--- src/rtl/nibble_pkg.sv ---
// Shared types and constants for the nibble ones' complement checksum block.
package nibble_pkg;
  localparam int NIBBLE_W = 4;
  localparam int COUNT_W  = 8;
  localparam logic [NIBBLE_W-1:0] NEG_ZERO = 4'b1111;

  typedef enum logic [1:0] {
    IDLE  = 2'd0,
    ACCUM = 2'd1,
    DONE  = 2'd2
  } state_e;
endpackage

--- src/rtl/ones_compliment.sv ---
// Combinational 4-bit ones' complement adder with end-around carry.
module ones_compliment
  import nibble_pkg::*;
(
  input  logic [NIBBLE_W-1:0] A,
  input  logic [NIBBLE_W-1:0] B,
  output logic [NIBBLE_W-1:0] Y
);
  logic [NIBBLE_W:0] raw;

  assign raw = {1'b0, A} + {1'b0, B};
  // Folding the carry back in cannot carry out again, so 4 bits suffice.
  assign Y = raw[NIBBLE_W-1:0] + {{(NIBBLE_W-1){1'b0}}, raw[NIBBLE_W]};
endmodule

--- src/rtl/nibble_checksum.sv ---
// Streaming nibble ones' complement checksum accumulator (IDLE/ACCUM/DONE).
// Optional `ok` negative-zero compare output when CHECKSUM_VERIFY_EN is defined.
module nibble_checksum
  import nibble_pkg::*;
#(
  parameter int MAX_WORDS = 15
) (
  input  logic                clk,
  input  logic                reset,
  input  logic                start,
  input  logic                valid,
  input  logic [NIBBLE_W-1:0] data,
  input  logic                last,
  output logic                ready,
  output logic                busy,
  output logic                done,
  output logic [NIBBLE_W-1:0] checksum,
  output logic [COUNT_W-1:0]  count,
  output logic                overflow
`ifdef CHECKSUM_VERIFY_EN
  ,
  output logic                ok
`endif
);
  state_e              state_q;
  logic [NIBBLE_W-1:0] acc_q, acc_d;
  logic [COUNT_W-1:0]  count_q, count_d;
  logic [NIBBLE_W-1:0] checksum_q;
  logic                ready_q, busy_q, done_q, overflow_q;
  logic                accept, hit_max;

  ones_compliment u_add (
    .A(acc_q),
    .B(data),
    .Y(acc_d)
  );

  assign count_d = count_q + 1'b1;
  assign accept  = (state_q == ACCUM) && valid;
  assign hit_max = (count_d == COUNT_W'(MAX_WORDS));

`ifdef CHECKSUM_VERIFY_EN
  logic ok_q;
  assign ok = ok_q;
`endif

  always_ff @(posedge clk or posedge reset) begin
    if (reset) begin
      state_q    <= IDLE;
      acc_q      <= '0;
      count_q    <= '0;
      checksum_q <= '0;
      ready_q    <= 1'b0;
      busy_q     <= 1'b0;
      done_q     <= 1'b0;
      overflow_q <= 1'b0;
`ifdef CHECKSUM_VERIFY_EN
      ok_q       <= 1'b0;
`endif
    end else begin
      done_q <= 1'b0;
      unique case (state_q)
        IDLE: begin
          if (start) begin
            state_q    <= ACCUM;
            acc_q      <= '0;
            count_q    <= '0;
            overflow_q <= 1'b0;
            ready_q    <= 1'b1;
            busy_q     <= 1'b1;
          end
        end
        ACCUM: begin
          if (accept) begin
            acc_q   <= acc_d;
            count_q <= count_d;
            if (last || hit_max) begin
              state_q    <= DONE;
              ready_q    <= 1'b0;
              done_q     <= 1'b1;
              checksum_q <= ~acc_d;
              overflow_q <= !last;
`ifdef CHECKSUM_VERIFY_EN
              ok_q       <= (acc_d == NEG_ZERO);
`endif
            end
          end
        end
        DONE: begin
          state_q <= IDLE;
          busy_q  <= 1'b0;
        end
        default: begin
          state_q <= IDLE;
          ready_q <= 1'b0;
          busy_q  <= 1'b0;
        end
      endcase
    end
  end

  assign ready    = ready_q;
  assign busy     = busy_q;
  assign done     = done_q;
  assign checksum = checksum_q;
  assign count    = count_q;
  assign overflow = overflow_q;
endmodule

--- config.mk ---
export PLATFORM = sky130hd
export DESIGN_NAME = nibble_checksum
export DESIGN_NICKNAME = d
export VERILOG_FILES = /design/src/rtl/nibble_pkg.sv /design/src/rtl/ones_compliment.sv /design/src/rtl/nibble_checksum.sv
export SDC_FILE = /design/constraint.sdc
export NUM_CORES = 1
export LEC_CHECK = 0
export CAP_MARGIN = 20
export CORE_AREA = 4 4 76 78
export DETAILED_ROUTE_END_ITERATION = 10
export DIE_AREA = 0 0 80 82
export PLACE_DENSITY = 0.44
export SYNTH_ARGS = -nofsm -noshare
export SYNTH_HDL_FRONTEND = slang
export SYNTH_SLANG_ARGS = --single-unit
--- constraint.sdc ---
create_clock -name clk -period 2.45 [get_ports clk]
set_input_delay 0.3675 -clock clk [delete_from_list [all_inputs] [get_ports clk]]
set_output_delay 0.3675 -clock clk [all_outputs]
set_load 0.01 [all_outputs]
=== Word level (Yosys, flattened, before mapping) ===
Cells that the tools add are included.

* $add $sub $neg: 3
* Eq/ne operators: 6
* Muxes and demuxes: 22
* Bitwise logic cells: 3
* Reduce and logical (&&, ||, !) cells: 11

{| class="wikitable"
|+ Operators with widths
! operator !! count
|-
| $mux 8 || 2
|-
| $pmux 8 s2 || 1
|-
| $mux 1 || 9
|-
| $reduce_and 3->1 || 3
|-
| $add 8x1->8 const B || 1
|-
| $eq 8x4->1 const B || 1
|-
| $mux 4 || 2
|-
| $pmux 4 s2 || 1
|-
| $reduce_and 4->1 || 2
|-
| $mux 2 || 3
|-
| $add 4x4->5 || 1
|-
| $add 4x1->4 || 1
|-
| $ne 2x2->1 const B || 2
|-
| $not 4->4 || 1
|-
| $pmux 1 s2 || 2
|-
| $pmux 2 s2 || 1
|-
| $pmux 1 s3 || 1
|-
| $eq 2x1->1 const B || 1
|-
| $eq 2x2->1 const B || 1
|-
| $logic_not 2->1 || 1
|-
| $ne 2x1->1 const B || 1
|-
| $not 1->1 || 2
|-
| $reduce_and 2->1 || 1
|-
| $reduce_bool 2->1 || 1
|-
| other kinds (3) || 3
|}

* Flip-flop bits (word level): 22
* Input port bits: 9
* Output and inout port bits: 16
* Word-level logic and storage cells: 53

=== Depth between registers and ports, before layout ===
* Word-level depth: 6
* Mapped depth: 11
* Gate-level depth less buffers: 11

=== By module ===
A second synthesis with hierarchy kept.

* Cell total of the unflattened synthesis: 139
* Area total of the unflattened synthesis: 1350.0 µm²

{| class="wikitable"
|+ By module, submodules not included
! module !! times used !! cells an instance !! area each (µm²) !! sequential area each (µm²)
|-
| nibble_checksum || 1 || 112 || 1119.8 || 550.5
|-
| ones_compliment || 1 || 27 || 230.2 || 0.0
|}

=== Least setup slack after synthesis ===
No wires, ideal clock.

* Path kind: flip-flop to flip-flop
* Start: reg count_q[1], in the netlist count[1]
* End: reg checksum_q[2], in the netlist checksum[2]
* Library setup time: 0.125 ns
* Data arrival time: 2.116 ns
* Required time: 2.325 ns
* Slack: 0.208 ns
* Stages on the path, launching flop included: 8
* Path buffers: 0
* Clock period less this slack: 2.242 ns
* Cell sequence: dfrtp_1 ha_1 or2b_1 o21ai_2 a21oi_2 o41a_4 nor2_4 mux2_4

* Word-level cells in the longest chain between the ends: 4

{| class="wikitable"
|+ RTL lines
! item !! line !! source
|-
| from (decl) || nibble_checksum.sv:27 || <nowiki>logic [COUNT_W-1:0] count_q, count_d;</nowiki>
|-
| from (signal assigned) || nibble_checksum.sv:76 || <nowiki>count_q <= count_d;</nowiki>
|-
| $add 8x1->8 || nibble_checksum.sv:38 || <nowiki>assign count_d = count_q + 1'b1;</nowiki>
|-
| $eq 8x4->1 || nibble_checksum.sv:40 || <nowiki>assign hit_max = (count_d == COUNT_W'(MAX_WORDS));</nowiki>
|-
| $logic_or 1x1->1 || nibble_checksum.sv:77 || <nowiki>if (last || hit_max) begin</nowiki>
|-
| $reduce_and 3->1 (no line) || - ||
|-
| to (signal assigned) || nibble_checksum.sv:81 || <nowiki>checksum_q <= ~acc_d;</nowiki>
|-
| to (decl) || nibble_checksum.sv:28 || <nowiki>logic [NIBBLE_W-1:0] checksum_q;</nowiki>
|}

Every way passes these cells.
A chain may end at the register's enable or synchronous reset.

=== Worst setup path in the final report ===
* Start: in data[1]
* End: reg checksum_q[3], in the netlist checksum[3]

* Word-level cells in the longest chain between the ends: 3

{| class="wikitable"
|+ RTL lines
! item !! line !! source
|-
| from (decl) || nibble_checksum.sv:12 || <nowiki>input logic [NIBBLE_W-1:0] data,</nowiki>
|-
| $add 4x4->5 || ones_compliment.sv:11 || <nowiki>assign raw = {1'b0, A} + {1'b0, B};</nowiki>
|-
| $add 4x1->4 || ones_compliment.sv:13 || <nowiki>assign Y = raw[NIBBLE_W-1:0] + {{(NIBBLE_W-1){1'b0}}, raw[NIBBLE_W]};</nowiki>
|-
| $not 4->4 || nibble_checksum.sv:81 ||
|}

Every way passes these cells.

==> metrics.cfg <==
[outcome]
status=finished, final reports clean

[cells_and_area]
drive_gt1_share_pct=16.8
stdcell_area_sq_um=1710
syn2layout_area_growth_pct=38.9
nNetsFinal=174
final_core_util_pct=33.6
finalNonFillerCells=225
antenna_cells=0

[cts]
holdBufCountCts=0
cts_sinks=22
cts_setup_buffers=0
cts-buffers-inserted=3
clock_latency_ps=260
clock_path_buffers=2
clock_tree.root_cell=clkbuf_8
cts_htree_levels=1
path_clk_slew_ps=90
cts_tree=built

[synthesis]
synth-edff-count=0
yosys_warnings=0
synthTopCellsByArea=dfrtp_1, ha_1, o21ai_0
synth-async-reset-ratio_pct=100
synthTopCellsByCount=dfrtp_1, o21ai_0, inv_1, ha_1, nor2_1
yosys.area.top_type_share_pct=44.8
ys_seq_area_share_pct=44.8
synth_cell_types=37
synth_most_common_cell=dfrtp_1
ys_ff_latch=22
synth_nets=138
syn_inst=120
synth_area_leader_cell=dfrtp_1
synth_flop_cell=dfrtp_1
syn_area_sq_um=1230
avgSynthCellArea_sq_um=10.2

[setup_path]
cp.arrival_ps=2440
crit_fanout=2
crit_type=in2reg
critPathCaptureType=register
cp.required_ps=2600
crit_path_start_kind=input pin
rr_worst_depth=7

[placement]
gp_congestion=0.748
post-place-ws_ps=-363
io_buffers=24
placed_area_sq_um=1620
dpl.cell_count=221
place_hpwl_mm=2.15

[route]
vias=1006
met3_length_um=159
drt_iter0_drc=41
met1_length_mm=1.29
drt_drc_violations_left=0
avgRoutedWirePerCell_um=12.8
first_pass_iters=4
postRouteAntennaNets=0
wl_met2_mm=1.42
top_layer=met3
drt_wl_total_mm=2.87
viasPerCell=4.47

[sta]
fin_worst_skew_ps=6.70
fin_crit_sh_pct=93.5
grt_setup_unrepaired=no
relSlewSlack_pct=79.0
max_clock_freq_mhz=436
fin_crit_ps=2290
tightest_slew_ps=312
setup_viol=0
layout_setup_ws_ps=159
slew_violations=0
hold_violations=0

[grt]
grt_pass1_wl_mm=4.82
grt_max_degree=23
grt_overflow=0
grt.total_usage_pct=9.44
grt_pass1_vias=1001
grt_antenna_before_repair=0

[floorplanning]
num_rows=26
die_h_um=82
dieArea_sq_um=6560
initial_core_util_pct=24.2
dieWidth_um=80
io_pins=25
core_sq_um=5070

[power_and_ir_drop]
finalPower_mw=1.59
powerDensity_nw_per_um2=934
ir_worst_vdd_v=0.000320
p_leak_nw=0.763

[min_path]
hp-class=in2async

[job]
drv_cap=0

-- cell usage in the layout (no fill, tap or decap), types with 5 or more instances in the layout --
cell             instances
clkdlybuf4s50_1         23
a22o_1                   5
ha_1                     6
nand2_1                  5
nor2_1                   6
dfrtp_1                 22
buf_4                   10
o21ai_0                 13
inv_1                    9
-- cell type report --
type	instances	area (sq um)
fillers	534	3370
multi-input cells	85	642
flip-flops and latches	22	551
repair buffers	34	318
well taps	70	87.6
clock buffers	3	41.3
inverters	10	37.5
clock inverters	1	30.0
-- worst paths after layout --
check / start / to / slack (ps)
setup / recovery: data[1] / checksum[3] / 160
hold / removal: reset / count[3] / 430
setup reg to reg: count[0] / checksum[2] / 200
hold reg to reg: acc_q[3] / acc_q[3] / 510
max in group asynchronous: reset / count[0] / 1800
min in group clk: acc_q[3] / acc_q[3] / 510
-- flip-flops by register name, indices dropped and copies added, names as in the netlist --
register and cells:
overflow 1, done 1, acc_q 4, count 8, busy 1, ready 1
state_q 2, checksum 4
-- repair_timing --
item                                    4_1_cts  5_1_grt
pin swaps                                     2        6
endpoints found under the setup margin        1        2
gates resized for setup                       3        4
-- per-layer routing --
| layer | track usage [%] | vias up |
|---|---|---|
| li1 | - | 496 |
| met1 | 11.3 | 483 |
| met2 | 16.6 | 27 |
| met3 | 2.74 | 0 |
| met4 | 2.53 | 0 |
| met5 | 0 | - |
-- through the flow --
step                setup TNS (ps)  hold slack (ps)
floorplan                        0              357
global placement              -597              495
detailed placement           -1190              489
CTS                              0              440
global route                     0              457
finish                           0              431
-- report_power, final --
group,switching [mW],internal (mW)
clock network,0.121,0.218
logic,0.333,0.394
registers,0.0680,0.460
total,0.521,1.07
-- kinds of logic (layout without fill, tap and decap cells) --
kind of cell | after synthesis | after routing | synth area share, %
buffers and inverters | 13 | 48 | 3.97
and+or+nand+nor | 31 | 31 | 13.9
DFF | 22 | 22 | 44.8
xor gates and xnor gates | 7 | 7 | 4.99
AOI/OAI and AO/OA | 36 | 36 | 20.2
adders and majority gates | 9 | 9 | 9.78
muxes | 2 | 2 | 2.44
-- worst max-delay path: stages --
cell,delay (ps)
clkdlybuf4s50_1,470
inv_1,70
fa_2,380
nor2b_1,130
o21ai_1,80
nand2b_1,80
ha_2,170
nor3b_2,170
xnor2_1,150
xnor2_1,100
mux2_4,260
(Power assumes the default switching activity.)
